**src/rtl/dac7821_pkg.sv**
```systemverilog
// Shared types and constants for the DAC7821 parallel-bus master.
// Holds the data width, the phase-counter width and the bus-cycle state enum.
package dac7821_pkg;

  localparam int DAC_W = 12;
  localparam int CNT_W = 4;

  typedef enum logic [2:0] {
    IDLE,
    W_SETUP,
    W_STROBE,
    W_HOLD,
    R_SETUP,
    R_STROBE,
    R_HOLD
  } state_t;

endpackage

```
**src/rtl/dac7821_phase_cnt.sv**
```systemverilog
// Loadable 4-bit down-counter with a zero flag, reused for every bus phase.
// Ports: clk, rst (async high), load, load_val (N-1 of the phase), zero.
module dac7821_phase_cnt
  import dac7821_pkg::*;
(
  input  logic             clk,
  input  logic             rst,
  input  logic             load,
  input  logic [CNT_W-1:0] load_val,
  output logic             zero
);

  logic [CNT_W-1:0] cnt;

  always_ff @(posedge clk or posedge rst) begin
    if (rst) begin
      cnt <= '0;
    end else if (load) begin
      cnt <= load_val;
    end else if (cnt != '0) begin
      cnt <= cnt - CNT_W'(1);
    end
  end

  assign zero = (cnt == '0);

endmodule

```
**src/rtl/dac7821_bus_if.sv**
```systemverilog
// DAC7821 parallel-bus master: one 12-bit sample per valid/ready handshake,
// driven as a CS_n/RW_n/DB write cycle with counted setup, strobe and hold.
// Ports: Clock, Reset (async high), Din/Valid/Ready handshake, DAC_CS_n,
// DAC_RW_n, DAC_DB_o/DAC_DB_oe/DAC_DB_i pads, Busy, Rb_Data, Rb_Err.
// Macro DAC7821_READBACK_EN adds a read-back cycle and sticky compare.
module dac7821_bus_if
  import dac7821_pkg::*;
#(
  parameter int SETUP_CYC = 2,
  parameter int PULSE_CYC = 3,
  parameter int HOLD_CYC  = 2
) (
  input  logic             Clock,
  input  logic             Reset,
  input  logic [DAC_W-1:0] Din,
  input  logic             Valid,
  output logic             Ready,
  output logic             DAC_CS_n,
  output logic             DAC_RW_n,
  output logic [DAC_W-1:0] DAC_DB_o,
  output logic             DAC_DB_oe,
  input  logic [DAC_W-1:0] DAC_DB_i,
  output logic             Busy,
  output logic [DAC_W-1:0] Rb_Data,
  output logic             Rb_Err
);

  localparam logic [CNT_W-1:0] S_LD = CNT_W'(SETUP_CYC - 1);
  localparam logic [CNT_W-1:0] P_LD = CNT_W'(PULSE_CYC - 1);
  localparam logic [CNT_W-1:0] H_LD = CNT_W'(HOLD_CYC - 1);

  state_t           state;
  logic             zero;
  logic             cnt_ld;
  logic [CNT_W-1:0] cnt_val;

  dac7821_phase_cnt u_cnt (
    .clk      (Clock),
    .rst      (Reset),
    .load     (cnt_ld),
    .load_val (cnt_val),
    .zero     (zero)
  );

  // Reload the counter with the length of the phase being entered.
  always_comb begin
    cnt_ld  = 1'b0;
    cnt_val = '0;
    unique case (state)
      IDLE: begin
        cnt_ld  = Valid;
        cnt_val = S_LD;
      end
      W_SETUP: begin
        cnt_ld  = zero;
        cnt_val = P_LD;
      end
      W_STROBE: begin
        cnt_ld  = zero;
        cnt_val = H_LD;
      end
`ifdef DAC7821_READBACK_EN
      W_HOLD: begin
        cnt_ld  = zero;
        cnt_val = S_LD;
      end
      R_SETUP: begin
        cnt_ld  = zero;
        cnt_val = P_LD;
      end
      R_STROBE: begin
        cnt_ld  = zero;
        cnt_val = H_LD;
      end
`endif
      default: begin
        cnt_ld  = 1'b0;
        cnt_val = '0;
      end
    endcase
  end

  // DAC_DB_o doubles as the holding register for the accepted word.
  always_ff @(posedge Clock or posedge Reset) begin
    if (Reset) begin
      state     <= IDLE;
      Ready     <= 1'b1;
      Busy      <= 1'b0;
      DAC_CS_n  <= 1'b1;
      DAC_RW_n  <= 1'b1;
      DAC_DB_o  <= '0;
      DAC_DB_oe <= 1'b0;
`ifdef DAC7821_READBACK_EN
      Rb_Data   <= '0;
      Rb_Err    <= 1'b0;
`endif
    end else begin
      unique case (state)
        IDLE: if (Valid) begin
          state     <= W_SETUP;
          Ready     <= 1'b0;
          Busy      <= 1'b1;
          DAC_DB_o  <= Din;
          DAC_DB_oe <= 1'b1;
          DAC_RW_n  <= 1'b0;
        end
        W_SETUP: if (zero) begin
          state    <= W_STROBE;
          DAC_CS_n <= 1'b0;
        end
        W_STROBE: if (zero) begin
          state    <= W_HOLD;
          DAC_CS_n <= 1'b1;
        end
        W_HOLD: if (zero) begin
          DAC_DB_oe <= 1'b0;
          DAC_RW_n  <= 1'b1;
`ifdef DAC7821_READBACK_EN
          state     <= R_SETUP;
`else
          state     <= IDLE;
          Ready     <= 1'b1;
          Busy      <= 1'b0;
`endif
        end
`ifdef DAC7821_READBACK_EN
        R_SETUP: if (zero) begin
          state    <= R_STROBE;
          DAC_CS_n <= 1'b0;
        end
        R_STROBE: if (zero) begin
          state    <= R_HOLD;
          DAC_CS_n <= 1'b1;
          Rb_Data  <= DAC_DB_i;
        end
        R_HOLD: begin
          if (Rb_Data != DAC_DB_o) Rb_Err <= 1'b1;
          if (zero) begin
            state <= IDLE;
            Ready <= 1'b1;
            Busy  <= 1'b0;
          end
        end
`endif
        default: state <= IDLE;
      endcase
    end
  end

`ifndef DAC7821_READBACK_EN
  logic unused_db;
  assign unused_db = ^DAC_DB_i;
  assign Rb_Data   = '0;
  assign Rb_Err    = 1'b0;
`endif

endmodule

```
**config.mk**
```make
export PLATFORM = sky130hd
export DESIGN_NAME = dac7821_bus_if
export DESIGN_NICKNAME = d
export VERILOG_FILES = /design/src/rtl/dac7821_pkg.sv /design/src/rtl/dac7821_phase_cnt.sv /design/src/rtl/dac7821_bus_if.sv
export SDC_FILE = /design/constraint.sdc
export NUM_CORES = 1
export LEC_CHECK = 0
export BUFFER_PORTS_ARGS = -buffer_cell sky130_fd_sc_hd__clkbuf_2
export CAP_MARGIN = 5
export CORE_AREA = 2 2 48 61
export CTS_CLUSTER_DIAMETER = 60
export DETAILED_ROUTE_END_ITERATION = 7
export DIE_AREA = 0 0 50 63
export PLACE_DENSITY = 0.77
export RECOVER_POWER = 100
export SLEW_MARGIN = 40
export SYNTH_ARGS = -nofsm -noshare
export SYNTH_HDL_FRONTEND = slang
export SYNTH_SLANG_ARGS = --single-unit
```
**constraint.sdc**
```tcl
create_clock -name Clock -period 5.4 [get_ports Clock]
set_clock_uncertainty 0.15 [all_clocks]
set_input_delay 1.35 -clock Clock [delete_from_list [all_inputs] [get_ports Clock]]
set_output_delay 1.35 -clock Clock [all_outputs]
set_load 0.02 [all_outputs]
```
==> summary.md <==
| Metric | Value |
|---|---|
| Cts bufs inserted | `3` |
| Post-Route Setup TNS | `0 ns` |
| Crit path DAT | `1.13 ns` |
| Hold path depth | `1` |
| CP max stage delay | `0.58 ns` |
| Psw | `0.338 mW` |
| Fmax | `381 MHz` |
| Hold_buf cts | `0` |
| Layout area overhead | `10.2%` |
| Post_cts resized | `0` |
| RSZ-0062 raised after global routing | `no` |
| Die area | `0.00315 mm2` |
| Synth Warn # | `0` |
| Gate count after technology mapping | `97` |
| Final Hold Fails | `0` |
| Tightest hold margin | `0.366 ns` |
| Minimum clock period | `2.63 ns` |
| Nets | `163` |
| Pin count of the biggest net entering global routing | `22` |
| Syn_area_per_cell | `11.6 um2` |
| Htree depth | `1` |
| Crit-path max FO | `4` |
| Flop pwr share | `37.2%` |
| PD cells | `622 mW/mm2` |
| Critical path's top delay family | `flip-flops` |
| # port buffers | `31` |
| Final Cycle Share | `48.6%` |
| Ratio of cells with drive above 1 in the final layout | `26.6%` |
| Worst hold path class | `reg2reg` |
| Status | `finished, final reports clean` |
| Number of routed nets with antenna violations | `0` |
| DP HPWL | `1.57 mm` |
| Required @ worst endpoint | `3.90 ns` |
| Latest clock arrival within the worst-skew pair | `0.31 ns` |
| Final wirelength | `2.00 mm` |
| Post-CTS Repair Setup Buffers | `0` |
| Worst vdd ir | `325 uV` |
| Seq/Total Area, Yosys | `46.8%` |
| Crit. End Element | `output port` |
| CTS Sinks | `21` |
| Buf/Inv on CP | `1` |
| CP cell instances | `clkbuf_1` |
| Drt drc | `0` |
| First drt pass iteration count | `4` |
| Startpoint types | `flop` |
| Initial core utilization | `43.4%` |
| # setup viols final | `0` |
| # rows | `21` |
| Crit. path cell count | `1` |
| Iteration-0 DRC Markers | `11` |
| Power Total | `0.773 mW` |
| GRT Residual Overflow | `0` |
| CTS tree | `done` |
| WS Path Type | `reg2out` |
| Routed vias | `767` |
| CTS Buffer Depth | `2` |
| Max cap viols | `0` |
| CP max-delay cell | `dfstp_2` |
| Netlist Area Pre-Place | `0.00113 mm2` |
| Path depth of the worst reg2reg path | `5` |
| Leak Pwr | `0.589 nW` |
| Clock power share | `10.1%` |
| Via-to-Cell Ratio | `4.73` |
| First-pass GRT wire length | `3.28 mm` |
| Combinational Power Share | `52.7%` |
| Worst Slack Setup Final | `2.77 ns` |
| Internal power | `0.435 mW` |
| Switching Fraction | `43.7%` |
| Io pins | `57` |
| Core box area | `0.00260 mm2` |
| Routed len/inst | `12.4 um` |
| GR Util All Layers | `13.5%` |
| Fillers | `250` |
| Die H | `63 um` |
| Flops & latches, synth | `21` |
| GPL Wtd Cong | `0.751` |
| Pre-CTS setup slack | `2.57 ns` |
| N_diodes | `0` |
| Vias in the first global route | `760` |
| Worst-path clk slew | `0.12 ns` |
| Worst-Margin Slew | `0.985 ns` |
| Max Slew Vio Count | `0` |
| Slew HR | `34.2%` |
| Clock Tree Root | `clkbuf_4` |
| Antenna violations before repair | `0` |
| Die W | `50 um` |
| Post-synthesis cell type count | `24` |
==> cell families (layout without fill, tap and decap cells) <==
| group | Yosys count | count (layout) | synth area share [%] |
|---|---|---|---|
| buffers and inverters | 22 | 41 | 12.4 |
| AOI/OAI and AO/OA | 11 | 11 | 6.32 |
| adders and majority gates | 7 | 7 | 7.76 |
| and+or+nand+nor | 17 | 17 | 8.87 |
| muxes | 17 | 17 | 16.7 |
| DFF | 21 | 21 | 46.8 |
| other | 1 | 13 | 0.332 |
| xor gates and xnor gates | 1 | 1 | 0.776 |
==> registers in the layout, summed over array words and instances (netlist names) <==
name and flops:
DAC_CS_n 1, state 2, DAC_DB_o 12, DAC_RW_n 1, u_cnt.cnt 4, Busy 1
==> synthesized netlist by cell type, drive strengths merged <==
cell type | number | area (um2)
o21ai | 2 | 13.8
o2bb2ai | 2 | 17.5
dfstp | 2 | 52.6
and2 | 1 | 6.26
nand2 | 3 | 11.3
buf | 16 | 118
mux2 | 15 | 169
nand3b | 1 | 7.51
nor3b | 1 | 18.8
conb | 1 | 3.75
mux2i | 2 | 20.0
nor2 | 6 | 22.5
xor2 | 1 | 8.76
a21oi | 5 | 25.0
o221ai | 1 | 8.76
inv | 6 | 22.5
nand4bb | 1 | 11.3
a31oi | 1 | 6.26
nor3 | 2 | 10.0
ha | 7 | 87.6
dfrtp | 19 | 475
nand2b | 2 | 12.5
==> placed cells by master, fill, tap and decap left out, drive strengths merged <==
| cell type | n |
|---|---|
| nand4bb | 1 |
| mux2i | 2 |
| conb | 13 |
| xor2 | 1 |
| o21ai | 2 |
| o221ai | 1 |
| nand2b | 2 |
| dfrtp | 19 |
| nand3b | 1 |
| mux2 | 15 |
| ha | 7 |
| nand2 | 3 |
| o2bb2ai | 2 |
| and2 | 1 |
| inv | 6 |
| dfstp | 2 |
| nor3 | 2 |
| a21oi | 5 |
| nor3b | 1 |
| nor2 | 6 |
| clkbuf | 34 |
| a31oi | 1 |
| clkinv | 1 |
==> final cells by class <==
type	count	area [um2]	area share, %
tap	34	42.5	3.42
inverter	6	22.5	1.81
clock buffer	3	22.5	1.81
sequential	21	528	42.5
multi-input combinational	66	490	39.4
clock inverter	1	5.00	0.402
timing repair buffer	31	133	10.7
==> power by group through the flow <==
stage	combinational (mW)	clock, mW	sequential, mW
after CTS	0.438	0.0807	0.292
after global placement	0.420	0	0.287
after floorplan	0.275	0	0.350
final	0.407	0.0782	0.288
after detailed placement	0.436	0	0.296
after global routing	0.454	0.0867	0.298
==> worst paths after layout <==
path,startpoint,end,slack (ns)
worst max-delay path,DAC_RW_n$_DFFE_PP1P_,Ready,2.77
worst min-delay path,DAC_DB_o[5]$_DFFE_PP0P_,DAC_DB_o[5]$_DFFE_PP0P_,0.37
worst max register to register,u_cnt.cnt[0]$_DFFE_PP0P_,state[0]$_DFFE_PP0P_,2.94
worst min register to register,DAC_DB_o[5]$_DFFE_PP0P_,DAC_DB_o[5]$_DFFE_PP0P_,0.37
max in group asynchronous,Reset,u_cnt.cnt[0]$_DFFE_PP0P_,3.64
min in group asynchronous,Reset,DAC_DB_o[3]$_DFFE_PP0P_,0.98
==> worst reg2reg max path, stage by stage (launching register included) <==
cell     delay [ns]
dfrtp_1        0.42
inv_1          0.12
ha_1           0.20
nor3b_1        0.81
o21ai_0        0.31
mux2_2         0.34
==> per-stage QoR <==
step           std cells  util, %  cell area [um2]
2_1_floorplan        109        -             1170
3_3_place_gp         158     48.2             1250
3_5_place_dp         158     48.2             1250
4_1_cts              162     49.3             1280
5_1_grt              162     47.8             1240
6_report             162     47.8             1240
==> routing by layer <==
metal	up-vias	global-route usage [%]	part of all wire (%)
met5	-	0	0
met4	0	7.29	2.1
met1	374	15.5	38
met3	5	1.44	4.6
met2	27	23.8	55
li1	361	-	-
(Power assumes the default switching activity.)
